## config.mk

```make
export PLATFORM = sky130hd
export DESIGN_NAME = word_serializer
export DESIGN_NICKNAME = d
export VERILOG_FILES = /design/src/rtl/word_serializer.sv
export SDC_FILE = /design/constraint.sdc
export NUM_CORES = 1
export LEC_CHECK = 0
export BUFFER_PORTS_ARGS = -buffer_cell sky130_fd_sc_hd__buf_2
export CAP_MARGIN = 30
export CORE_MARGIN = 2
export CORE_UTILIZATION = 48
export DETAILED_ROUTE_END_ITERATION = 8
export PLACE_DENSITY_LB_ADDON = 0.2
export SETUP_SLACK_MARGIN = 0.05
export SLEW_MARGIN = 30
export SYNTH_ARGS = -nofsm -noshare
export SYNTH_HDL_FRONTEND = slang
export SYNTH_SLANG_ARGS = --single-unit
```

## constraint.sdc

```tcl
create_clock -name clk -period 4.79 [get_ports clk]
set_input_delay 0 -clock clk [delete_from_list [all_inputs] [get_ports clk]]
set_output_delay 0 -clock clk [all_outputs]
set_load 0.02 [all_outputs]
```

## src/rtl/word_serializer.sv

```systemverilog
// ============================================================================
// Module   : word_serializer
// Purpose  : Parallel-in/serial-out unload stage with a one-word holding buffer.
// Revision : 1.0
// ============================================================================
`default_nettype none

module word_serializer #(
    parameter int N         = 8,
    parameter bit MSB_FIRST = 1'b1
) (
    input  logic         clk,
    input  logic         clear_n,
    input  logic         load_valid,
    output logic         load_ready,
    input  logic [N-1:0] in,
    output logic         ser_out,
    output logic         ser_valid,
    input  logic         ser_ready,
    output logic         last,
    output logic         busy
);

    localparam int            CW     = $clog2(N);
    localparam logic [CW-1:0] c_LAST = CW'(N - 1);
    localparam logic [CW-1:0] c_ONE  = CW'(1);

    typedef enum logic [0:0] {
        S_IDLE  = 1'b0,
        S_SHIFT = 1'b1
    } state_t;

    state_t         r_state;
    logic [N-1:0]   r_shreg;
    logic [CW-1:0]  r_count;
    logic [N-1:0]   r_hold;
    logic           r_hold_full;

    logic           w_load_acc;
    logic           w_xfer;
    logic           w_at_last;
    logic [N-1:0]   w_shifted;

    assign w_load_acc = load_valid && !r_hold_full;
    assign w_xfer     = (r_state == S_SHIFT) && ser_ready;
    assign w_at_last  = (r_count == c_LAST);
    assign w_shifted  = MSB_FIRST ? {r_shreg[N-2:0], 1'b0} : {1'b0, r_shreg[N-1:1]};

    always_ff @(posedge clk or negedge clear_n) begin
        if (!clear_n) begin
            r_state     <= S_IDLE;
            r_shreg     <= '0;
            r_count     <= '0;
            r_hold      <= '0;
            r_hold_full <= 1'b0;
        end else begin
            case (r_state)
                S_IDLE: begin
                    if (w_load_acc) begin
                        r_shreg <= in;
                        r_count <= '0;
                        r_state <= S_SHIFT;
                    end
                end
                S_SHIFT: begin
                    if (w_xfer && w_at_last) begin
                        // Word boundary: the held word wins; load_ready is low then anyway.
                        if (r_hold_full) begin
                            r_shreg     <= r_hold;
                            r_hold_full <= 1'b0;
                            r_count     <= '0;
                        end else if (w_load_acc) begin
                            r_shreg <= in;
                            r_count <= '0;
                        end else begin
                            r_shreg <= '0;
                            r_count <= '0;
                            r_state <= S_IDLE;
                        end
                    end else begin
                        if (w_xfer) begin
                            r_shreg <= w_shifted;
                            r_count <= r_count + c_ONE;
                        end
                        if (w_load_acc) begin
                            r_hold      <= in;
                            r_hold_full <= 1'b1;
                        end
                    end
                end
                default: r_state <= S_IDLE;
            endcase
        end
    end

    // The shift register is zeroed on return to idle, so ser_out idles low.
    assign ser_out    = MSB_FIRST ? r_shreg[N-1] : r_shreg[0];
    assign ser_valid  = (r_state == S_SHIFT);
    assign last       = ser_valid && w_at_last;
    assign busy       = ser_valid || r_hold_full;
    assign load_ready = !r_hold_full;

endmodule

`default_nettype wire

```

==> qor.csv, run 1 <==
stage,metric,value,unit
status,status,completed,
logic_synthesis,fraction of registers with async set/reset,100,%
grt,first-pass GRT wire length,3.91,mm
drt,1st-pass router iterations,4,
pwr,pwr/cell area,486,nW/um^2
drt,WL met1,1.09,mm
floorplanning,Die Span Y,52.2,um
critical_path,worst path arrival time,2.13,ns
place,Port Buf Inserts,16,
floorplanning,die area,2720,um^2
sta,final setup violation count,0,
critical_path,reg-to-reg setup timing slack,2.87,ns
grt,Total GRT Usage,20.4,%
clock_network,"Clk Latency, worst-skew pair",0.31,ns
drt,WL met2,1.10,mm
pwr,Pint,0.402,mW
logic_synthesis,Cell variety after synth,26,
logic_synthesis,syn avg cell area,10.5,um^2
floorplanning,chip width,52.2,um
place,gpl congestion,0.767,
critical_path,crit path max fanout,8,
finish,Fillers,220,
pwr,P_sw,0.229,mW
logic_synthesis,Post-synth EDFFs,0,
clock_network,H-tree depth,1,
sta,final worst-path cycle share,40.1,%
pwr,leakage power total,0.593,nW
sta,Slew headroom,64.0,%
critical_path,Worst Setup End Kind,flip-flop,
sta,final worst path period need,1.92,ns
run,max_cap viols,0,
drt,DRT antenna net count,0,
drt,drc violations,0,
clock_network,Clk Tree Root Cell,clkbuf_4,
floorplanning,area of the core,2210,um^2
logic_synthesis,"Seq/Total Area, Yosys",47.2,%
floorplanning,Ports,17,
pwr,Gate power share,36.5,%
place,Final HPWL DP,1.59,mm
finish,layout cells sized above 1,24.8,%
drt,DRT iter0 DRCs,22,
pwr,Clk pwr share,14.0,%
drt,final WL,2.37,mm
grt,pin count of the biggest net entering global routing,22,
clock_network,clock slew at reported path FFs,0.12,ns
critical_path,Required @ worst endpoint,5.00,ns
pwr,worst vdd ir,0.270,mV
drt,met3 WL post-DR,133,um
clock_network,post-CTS sizing,0,
finish,Layout Area Growth over Synthesis,16.7,%
floorplanning,Rows,17,
critical_path,crit path launch type,flip-flop,
sta,Pins Over Slew Limit,0,
clock_network,CTS tree,built,
logic_synthesis,most common flop cell mapped by yosys,dfrtp_1,
floorplanning,initial core utilization,50.3,%
logic_synthesis,Post-Syn Instances,106,
drt,DR top layer,met4,
logic_synthesis,Ys Warns,0,
grt,initial antenna violation count,0,
worst_hold_path,hold crit path type,input port to flip-flop,
clock_network,Clock Tree Buf Depth,2,
sta,Final Hold Fails,0,
pwr,sequential share of power,49.5,%
clock_network,# clock sinks,21,
finish,"Core Util, Final",58.8,%
drt,routed length per placed instance,15.1,um
drt,vias,890,
sta,TNS Setup,0,ns
critical_path,CP Class,flip-flop to flip-flop,
sta,setup skew after layout,0.00637,ns
sta,worst-margin pin slew,0.540,ns
logic_synthesis,Mapped Nets,120,
grt,gr ovfl total,0,
finish,fin nets,144,
drt,Via density,5.67,
sta,RSZ-0062 raised after global routing,no,
clock_network,TritonCTS Buffers,3,
logic_synthesis,synthesized cell area,1110,um^2
pwr,Sw Share,36.3,%
sta,FMAX,521,MHz
finish,Antenna Cells,0,
grt,number of global-route vias before repair,838,
logic_synthesis,number of synthesized register bits,21,
[power groups by stage]
stage | registers [mW] | clock network [mW] | logic, mW
after global placement | 0.313 | 0 | 0.220
after floorplan | 0.299 | 0 | 0.185
after detailed placement | 0.317 | 0 | 0.227
after global routing | 0.324 | 0.0964 | 0.260
after CTS | 0.313 | 0.0901 | 0.234
final | 0.312 | 0.0883 | 0.231
[placed cells by master, fill, tap and decap left out, drive strengths merged]
cell,count
and2,2
ha,2
nand2,16
or2,1
clkinv,1
a21oi,1
a21o,6
mux2,9
and3b,1
or3b,1
a22o,1
o21ai,8
dlygate4sd3,9
a32o,1
a32oi,8
nand3,1
a21boi,2
clkbuf,3
nand2b,1
dfrtp,21
buf,16
nand3b,8
nor2b,2
o31a,1
inv,7
[registers in the layout, summed over array words and instances, names as in the netlist]
register and flops:
r_hold 8, r_shreg 8, r_hold_full 1, r_count 3, ser_valid 1
[per-stage QoR]
stage | hold slack, ns | instance area (um^2) | total power [mW] | std cells | setup WS [ns]
final | 0.0112 | 1300 | 0.631 | 157 | 2.87
after global routing | 0.0306 | 1300 | 0.681 | 157 | 2.72
after CTS | 0.00534 | 1300 | 0.637 | 157 | 2.84
after detailed placement | -0.00864 | 1180 | 0.544 | 144 | 2.87
after global placement | -0.0172 | 1180 | 0.534 | 144 | 2.94
after floorplan | -0.296 | 1110 | 0.485 | 106 | 3.12
[worst max-delay path, stage by stage, from the launching register on]
cell and delay, ns:
dfrtp_1 0.41, ha_1 0.20, ha_1 0.22, a21boi_2 0.32, nand2_1 0.31, mux2_2 0.35
[synth_stat cells (2+ instances only)]
master,n,share of area [%]
nor2b_1,2,1.1
nand2_1,16,5.4
nand3b_1,8,5.4
buf_6,3,3.0
a32oi_1,8,6.3
clkbuf_1,2,0.67
inv_1,7,2.4
ha_1,2,2.2
mux2_2,9,9.1
dfrtp_1,21,47
a21o_1,6,4.0
o21ai_0,8,3.6
[what timing repair did]
action	4_1_cts	5_1_grt
buffers inserted	0	0
hold buffers	9	0
endpoints found under the hold margin	30	0
setup endpoints to repair	0	0
[worst paths after layout]
| kind | from | end | cells after the start |
|---|---|---|---|
| worst max-delay path | r_count[0]$_DFFE_PN0P_ | r_hold[1]$_DFFE_PN0P_ | 5 |
| worst min-delay path | ser_ready | r_count[1]$_DFFE_PN0P_ | 2 |
| worst max register to register | r_count[0]$_DFFE_PN0P_ | r_hold[1]$_DFFE_PN0P_ | 5 |
| worst min register to register | r_count[1]$_DFFE_PN0P_ | r_count[1]$_DFFE_PN0P_ | 1 |
| max in group asynchronous | clear_n | r_hold[7]$_DFFE_PN0P_ | 2 |
| min in group asynchronous | clear_n | r_shreg[3]$_DFFE_PN0P_ | 2 |
[cell type report]
cell class,instances,area (um^2),area share (%)
Clock inverter,1,5.00,0.385
Inverter,7,26.3,2.02
Sequential cell,21,526,40.4
Multi-Input combinational cell,72,515,39.7
Clock buffer,3,22.5,1.73
Tap cell,28,35.0,2.69
Timing Repair Buffer,25,170,13.1
[logic make-up (layout without fill, tap and decap cells)]
kind of cell               after synthesis  in the layout  synth area share [%]
buffers and inverters                   13             36                  6.52
AOI/OAI and AO/OA                       28             28                  18.5
and+or+nand+nor                         33             33                  16.4
adders and majority gates                2              2                  2.25
DFF                                     21             21                  47.2
muxes                                    9              9                  9.10
[layer usage]
layer / GRT usage, % / vias up
met3: 2.59 / 5
met1: 26.5 / 429
met4: 10.3 / 0
met5: 0 / -
li1: - / 424
met2: 33.1 / 32
(Power assumes the default switching activity.)
==> inputs of run 2 (changes only) <==
ABC_AREA = 1   (was unset)
clock period = 1.9 ns   (was 4.79 ns; I/O delays follow)
==> run 2 against run 1 <==
  * Global-route usage rose by 2.8 points
  * Combinational power rose to 2.7 times the previous value
  * Power rose by 150%
  * Die area rose by 4.9%
  * Design area rose by 6.4%
  * Register-to-register slack got worse by 2.6 ns
  * Maximum frequency rose by 15%
  * First-iteration DRC count rose by 36%
  * Clock power rose to 2.5 times the previous value
  * Synthesized cell count rose by 55%
  * Sequential power rose by 130%
  * Critical path type unchanged
  * Largest cell class is now multi-input combinational cells
  * Highest routed layer unchanged
==> qor.csv, run 2 <==
stage,metric,value,unit,change
status,status,completed,,
pwr,P_sw,0.611,mW,+170%
logic_synthesis,Yosys top cell area share,44.8,%,-2.4 points
grt,Total GRT Usage,23.2,%,+2.8 points
sta,FMAX,598,MHz,+15%
grt,first-pass GRT wire length,4.72,mm,+21%
pwr,worst vdd ir,0.682,mV,+150%
drt,Via density,5.12,,-9.7%
sta,Final Hold Fails,0,,unchanged
sta,final setup violation count,0,,unchanged
clock_network,CTS tree,built,,
place,Port Buf Inserts,16,,unchanged
logic_synthesis,"Seq/Total Area, Yosys",44.8,%,-2.4 points
logic_synthesis,number of synthesized register bits,21,,unchanged
critical_path,CP Class,flip-flop to flip-flop,,
logic_synthesis,cell with the most instances after synthesis,nand2_1,,
clock_network,clock slew at reported path FFs,0.12,ns,about the same
finish,Fillers,220,,unchanged
pwr,Gate power share,39.6,%,+3.1 points
sta,Pins Over Slew Limit,0,,unchanged
finish,biggest registers after layout,"r_hold: 8 flops, r_shreg: 8 flops, r_count: 3 flops",,
critical_path,Required @ worst endpoint,2.10,ns,-2.90 ns
logic_synthesis,syn avg cell area,7.15,um^2,-32%
floorplanning,Die Span Y,53.4,um,+2.4%
logic_synthesis,Synth area leaders,"dfrtp_1, nand2_1, nand3_1",,
sta,final worst path period need,1.67,ns,-0.247 ns
logic_synthesis,Post-Syn Instances,164,,+55%
drt,DRT antenna net count,0,,unchanged
finish,layout cells sized above 1,14.8,%,-10 points
critical_path,CP peak stage delay,0.42,ns,about the same
grt,initial antenna violation count,0,,unchanged
clock_network,Clk Tree Root Cell,clkbuf_4,,
run,max_cap viols,0,,unchanged
critical_path,crit path max fanout,15,,+7
pwr,Clk pwr share,14.3,%,+0.3 points
drt,DRT iter0 DRCs,30,,+36%
critical_path,CP Buf/Inv Count,0,,unchanged
logic_synthesis,Cell variety after synth,20,,-23%
critical_path,Worst Setup End Kind,flip-flop,,
finish,Antenna Cells,0,,unchanged
floorplanning,initial core utilization,52.0,%,+1.7 points
pwr,Pint,0.961,mW,+140%
sta,RSZ-0062 raised after global routing,no,,
grt,number of global-route vias before repair,1057,,+26%
finish,area occupied by multi-input gates,556,um^2,+7.8%
logic_synthesis,Ys Warns,0,,unchanged
critical_path,CP dominant cell by count,ha_1,,
logic_synthesis,fraction of registers with async set/reset,100,%,unchanged
sta,setup skew after layout,0.00376,ns,-0.00261 ns
place,gpl congestion,0.787,,+2.6%
critical_path,CP top delay family,simple AND/OR/NAND/NOR gates,,
grt,gr ovfl total,0,,unchanged
critical_path,crit-path cells,"ha_1, ha_1, nand3_2, nand4_2, nand2_1, o21ai_0",,
finish,Layout Area Growth over Synthesis,18.0,%,
finish,sequential cell area,526,um^2,unchanged
pwr,sequential share of power,46.2,%,-3.3 points
finish,"most common cell after layout, fill and taps aside",nand2_1,,
clock_network,Clock Tree Buf Depth,2,,unchanged
sta,Slew headroom,67.4,%,+3.4 points
sta,final worst-path cycle share,88.0,%,+48 points
floorplanning,Rows,17,,unchanged
clock_network,# clock sinks,21,,unchanged
drt,final WL,2.61,mm,+10%
critical_path,crit path launch type,flip-flop,,
clock_network,TritonCTS Buffers,3,,unchanged
critical_path,worst path arrival time,1.87,ns,-0.26 ns
sta,worst-margin pin slew,0.488,ns,-0.0514 ns
place,Final HPWL DP,1.76,mm,+11%
logic_synthesis,Synth top cells by count,"nand2_1, dfrtp_1, nor2_1",,
clock_network,H-tree depth,1,,unchanged
clock_network,"Clk Latency, worst-skew pair",0.31,ns,about the same
drt,drc violations,0,,unchanged
logic_synthesis,Mapped Nets,178,,+48%
logic_synthesis,"area leader, netlist",dfrtp_1,,
logic_synthesis,most common flop cell mapped by yosys,dfrtp_1,,
logic_synthesis,Post-synth EDFFs,0,,unchanged
drt,routed length per placed instance,12.0,um,-20%
finish,"commonest non-fill, non-tap cells in the layout","nand2_1, dfrtp_1, nor2_1",,
critical_path,Critical-path top delay cell,dfrtp_1,,
finish,"Core Util, Final",61.4,%,+2.6 points
drt,1st-pass router iterations,6,,+2
pwr,Sw Share,38.9,%,+2.5 points
logic_synthesis,synthesized cell area,1170,um^2,+5.3%
pwr,leakage power total,0.766,nW,+29%
drt,vias,1111,,+25%
floorplanning,die area,2850,um^2,+4.9%
pwr,pwr/cell area,1140,nW/um^2,+130%
floorplanning,Ports,17,,unchanged
sta,TNS Setup,0,ns,unchanged
worst_hold_path,hold crit path type,input port to flip-flop,,
grt,pin count of the biggest net entering global routing,22,,unchanged
floorplanning,area of the core,2250,um^2,+1.9%
floorplanning,chip width,53.4,um,+2.4%
finish,fin nets,204,,+42%
[run 2: stage by stage]
| stage | total power [mW] | hold WS, ns | setup WS [ns] | cell area [um^2] | instances |
|---|---|---|---|---|---|
| 5_1_grt | 1.73 | 0.0198 | 0.0616 | 1380 | 217 |
| 3_5_place_dp | 1.35 | -0.0112 | 0.239 | 1270 | 204 |
| 4_1_cts | 1.58 | 0.0124 | 0.223 | 1380 | 217 |
| 2_1_floorplan | 1.19 | -0.296 | 0.421 | 1170 | 164 |
| 6_report | 1.57 | 0.00671 | 0.227 | 1380 | 217 |
| 3_3_place_gp | 1.32 | -0.0124 | 0.303 | 1270 | 204 |
[run 2: path summary, 6_finish.rpt]
kind / cells after the start / from / slack (ns) / end
worst max-delay path: 6 / r_count[0]$_DFFE_PN0P_ / 0.23 / r_hold[0]$_DFFE_PN0P_
worst min-delay path: 3 / in[3] / 0.007 / r_hold[3]$_DFFE_PN0P_
worst max register to register: 6 / r_count[0]$_DFFE_PN0P_ / 0.23 / r_hold[0]$_DFFE_PN0P_
worst min register to register: 1 / r_count[0]$_DFFE_PN0P_ / 0.49 / r_count[0]$_DFFE_PN0P_
max in group asynchronous: 2 / clear_n / 1.40 / r_hold[7]$_DFFE_PN0P_
min in group asynchronous: 2 / clear_n / 0.17 / r_count[2]$_DFFE_PN0P_
[run 2: routing by layer]
| layer | up-vias | part of all wire (%) | track usage, % |
|---|---|---|---|
| met5 | - | 0 | 0 |
| met4 | 0 | 1.1 | 7.69 |
| met3 | 4 | 4.9 | 2.54 |
| met2 | 36 | 46 | 38.1 |
| met1 | 509 | 48 | 31.4 |
| li1 | 562 | - | - |
[run 2: power by group through the flow]
stage          Clock [mW]  Combinational (mW)  Sequential, mW
2_1_floorplan           0               0.460           0.725
3_3_place_gp            0               0.590           0.730
3_5_place_dp            0               0.611           0.736
4_1_cts             0.227               0.628           0.726
5_1_grt             0.247               0.735           0.747
6_report            0.224               0.622           0.726
[run 2: final cells by class]
cell class | instances | area share [%]
inverter | 13 | 3.53
multi-input combinational | 123 | 40.1
timing repair buffer | 28 | 13.9
clock buffer | 4 | 1.90
sequential | 21 | 38.0
tap | 28 | 2.53
[run 2: cell families (layout without fill, tap and decap cells)]
kind of cell / after synthesis / count (layout) / share of synthesized area, %
simple gates: 106 / 106 / 37.2
flops: 21 / 21 / 44.8
buf+inv: 20 / 45 / 7.79
compound gates: 14 / 14 / 7.15
fa+ha+maj: 2 / 2 / 2.13
mux: 1 / 1 / 0.854
[run 2: tightest hold or removal path, delay by kind of cell]
kind / cells / cell delay, ns
simple gates: 1 / 0.10
compound gates: 1 / 0.08
buf+inv: 1 / 0.10
[run 2: what timing repair did]
item	CTS	global route
buffers inserted	0	0
endpoints found under the hold margin	29	0
gates resized for setup	0	0
hold buffers	9	0
==> inputs of run 3 (changes only) <==
ABC_AREA = unset   (was 1)
==> run 3 against run 2 <==
  * Setup slack worse by 0.0056 ns
  * Via count down 19%
  * Register-to-register slack about the same
  * Combinational power about the same
  * Clock skew down 0.0013 ns
  * Cell count down 26%
  * Sequential power up 8.5%
  * Sequential share of layout area up 1.6 points
  * Maximum frequency down 0.33%
  * Design area down 4.0%
  * First-iteration DRC count down 33%
==> qor.csv, run 3 (same netlist as run 1, synthesis figures left out) <==
stage,metric,value,unit,change
finish,biggest registers after layout,"r_hold: 8 flops, r_shreg: 8 flops, r_count: 3 flops",,
critical_path,CP top delay family,adder cells,,
place,Final HPWL DP,1.66,mm,-5.9%
sta,FMAX,596,MHz,-0.33%
pwr,Pint,1.04,mW,+8.1%
clock_network,# clock sinks,21,,unchanged
finish,fin nets,148,,-27%
grt,Total GRT Usage,21.3,%,-1.9 points
critical_path,Required @ worst endpoint,2.10,ns,about the same
clock_network,# hold bufs at CTS,9,,unchanged
clock_network,Clk Tree Root Cell,clkbuf_4,,
critical_path,Worst Setup End Kind,flip-flop,,
pwr,Clk pwr share,13.3,%,-1.0 points
place,Placed Area,1210,um^2,-4.3%
clock_network,clock slew at reported path FFs,0.11,ns,about the same
finish,Antenna Cells,0,,unchanged
sta,Slew headroom,68.5,%,+1.1 points
floorplanning,initial core utilization,50.3,%,-1.7 points
sta,worst-margin pin slew,0.472,ns,-0.0161 ns
grt,number of global-route vias before repair,902,,-15%
clock_network,H-tree depth,1,,unchanged
pwr,Sw Share,36.2,%,-2.6 points
finish,layout cells sized above 1,26.3,%,+12 points
critical_path,CP Buf/Inv Count,0,,unchanged
drt,DRT antenna net count,0,,unchanged
critical_path,CP dominant cell by count,ha_1,,
finish,Layout Area Growth over Synthesis,19.3,%,
place,gpl congestion,0.812,,+3.2%
grt,gr ovfl total,0,,unchanged
finish,Fillers,204,,-7.3%
critical_path,CP Class,flip-flop to flip-flop,,
critical_path,crit path to,r_hold[7]$_DFFE_PN0P_,,
floorplanning,Ports,17,,unchanged
sta,final worst-path cycle share,88.3,%,+0.29 points
critical_path,CP peak stage delay,0.40,ns,-0.02 ns
critical_path,crit-path cells,"ha_1, ha_1, a21boi_2, nand2_1, mux2_2",,
status,status,completed,,
drt,met3 WL post-DR,111,um,-13%
grt,initial antenna violation count,0,,unchanged
grt,first-pass GRT wire length,4.22,mm,-11%
floorplanning,die area,2720,um^2,-4.6%
critical_path,path depth of the worst reg2reg path,5,,-1
run,max_cap viols,0,,unchanged
critical_path,Critical-path top delay cell,dfrtp_1,,
pwr,leakage power total,0.608,nW,-21%
floorplanning,area of the core,2210,um^2,-1.9%
pwr,Gate power share,38.3,%,-1.3 points
pwr,worst vdd ir,0.735,mV,+7.7%
floorplanning,Rows,17,,unchanged
finish,"Core Util, Final",60.1,%,-1.3 points
drt,1st-pass router iterations,4,,-2
critical_path,worst path arrival time,1.88,ns,about the same
grt,pin count of the biggest net entering global routing,22,,unchanged
pwr,P_sw,0.590,mW,-3.4%
critical_path,crit path max fanout,8,,-7
sta,RSZ-0062 raised after global routing,no,,
place,Port Buf Inserts,16,,unchanged
sta,TNS Setup,0,ns,unchanged
sta,setup skew after layout,0.00247,ns,-0.00130 ns
critical_path,WP depth,5,,-1
finish,Final Instance Area,1330,um^2,-4.0%
critical_path,origin of the critical flop-to-flop path,r_count[0]$_DFFE_PN0P_,,
critical_path,RR Endpoint,r_hold[7]$_DFFE_PN0P_,,
critical_path,crit path from,r_count[0]$_DFFE_PN0P_,,
clock_network,post-CTS sizing,0,,unchanged
floorplanning,Die Span Y,52.2,um,-2.3%
pwr,sequential share of power,48.4,%,+2.2 points
drt,WL met2,1.16,mm,-3.0%
finish,Finished Layout Cells,161,,-26%
clock_network,CTS tree,built,,
worst_hold_path,hold crit path type,input port to flip-flop,,
drt,DR top layer,met4,,
drt,DRT iter0 DRCs,20,,-33%
finish,"most common cell after layout, fill and taps aside",dfrtp_1,,
drt,final WL,2.49,mm,-4.7%
clock_network,"Clk Latency, worst-skew pair",0.31,ns,about the same
floorplanning,chip width,52.2,um,-2.3%
critical_path,crit path launch type,flip-flop,,
clock_network,Clock Tree Buf Depth,2,,unchanged
sta,Final Hold Fails,0,,unchanged
clock_network,TritonCTS Buffers,3,,unchanged
sta,final setup violation count,0,,unchanged
sta,Pins Over Slew Limit,0,,unchanged
finish,"commonest non-fill, non-tap cells in the layout","dfrtp_1, nand2_1, buf_2",,
pwr,pwr/cell area,1230,nW/um^2,+7.9%
drt,WL met1,1.19,mm,-5.3%
clock_network,"Setup Fix Bufs, Post-CTS",0,,unchanged
place,Placed Cells,148,,-27%
critical_path,reg-to-reg setup timing slack,0.22,ns,about the same
sta,final worst path period need,1.68,ns,+0.00559 ns
drt,Via density,5.58,,+8.9%
drt,routed length per placed instance,15.4,um,+28%
drt,drc violations,0,,unchanged
drt,vias,898,,-19%
run 3: cell types whose count changed in the layout (fill, tap and decap cells not counted), moves of 2 or more:
cell      before  now
inv_1         11    7
nand3b_1       0    8
a32oi_1        0    8
a21oi_1        3    1
nand3_1       16    1
a21o_1         0    6
nor2b_1        0    2
mux2_2         0    9
inv_2          2    0
nor2_1        20    0
nand2_1       66   16
run 3: power by group through the flow:
stage | registers (mW) | logic (mW) | clock network, mW
after floorplan | 0.754 | 0.468 | 0
after global placement | 0.786 | 0.591 | 0
after detailed placement | 0.790 | 0.612 | 0
after CTS | 0.785 | 0.626 | 0.230
after global routing | 0.813 | 0.696 | 0.250
final | 0.788 | 0.624 | 0.216
run 3: worst min-delay path by stage:
| stage | from | endpoint | slack [ns] | cells past startpoint |
|---|---|---|---|---|
| 2_1_floorplan | clear_n | r_count[0]$_DFFE_PN0P_ | -0.30 | 0 |
| 3_3_place_gp | clear_n | r_shreg[2]$_DFFE_PN0P_ | -0.01 | 1 |
| 3_5_place_dp | clear_n | r_shreg[3]$_DFFE_PN0P_ | -0.01 | 1 |
| 4_1_cts | ser_ready | r_count[1]$_DFFE_PN0P_ | 0.01 | 2 |
| 5_1_grt | ser_ready | r_count[1]$_DFFE_PN0P_ | 0.009 | 2 |
| 6_report | ser_ready | r_count[1]$_DFFE_PN0P_ | 0.03 | 2 |
run 3: worst reg2reg max path: cells and delay by family (launching register included):
family          cells  cell delay [ns]
mux                 1             0.35
flops               1             0.40
fa+ha+maj           2             0.43
simple gates        1             0.23
compound gates      1             0.16
run 3: layer usage:
metal / global-route usage (%) / up-vias
met4: 6.41 / 0
met3: 6.03 / 4
met2: 32.9 / 20
met1: 29.2 / 441
li1: - / 433
met5: 0 / -
run 3: final cells by class:
cell class / instances / area, um^2 / area share, %
inverters: 7 / 26.3 / 1.98
flip-flops and latches: 21 / 526 / 39.5
clock buffers: 4 / 26.3 / 1.98
multi-input cells: 72 / 515 / 38.8
repair buffers: 29 / 200 / 15.1
well taps: 28 / 35.0 / 2.64
run 3: through the flow:
stage	worst slack (ns)	hold WS [ns]	power, mW
after floorplan	0.233	-0.296	1.22
after global placement	0.306	-0.0131	1.38
after detailed placement	0.238	-0.0138	1.40
after CTS	0.217	0.0132	1.64
after global routing	0.125	0.00940	1.76
final	0.222	0.0286	1.63
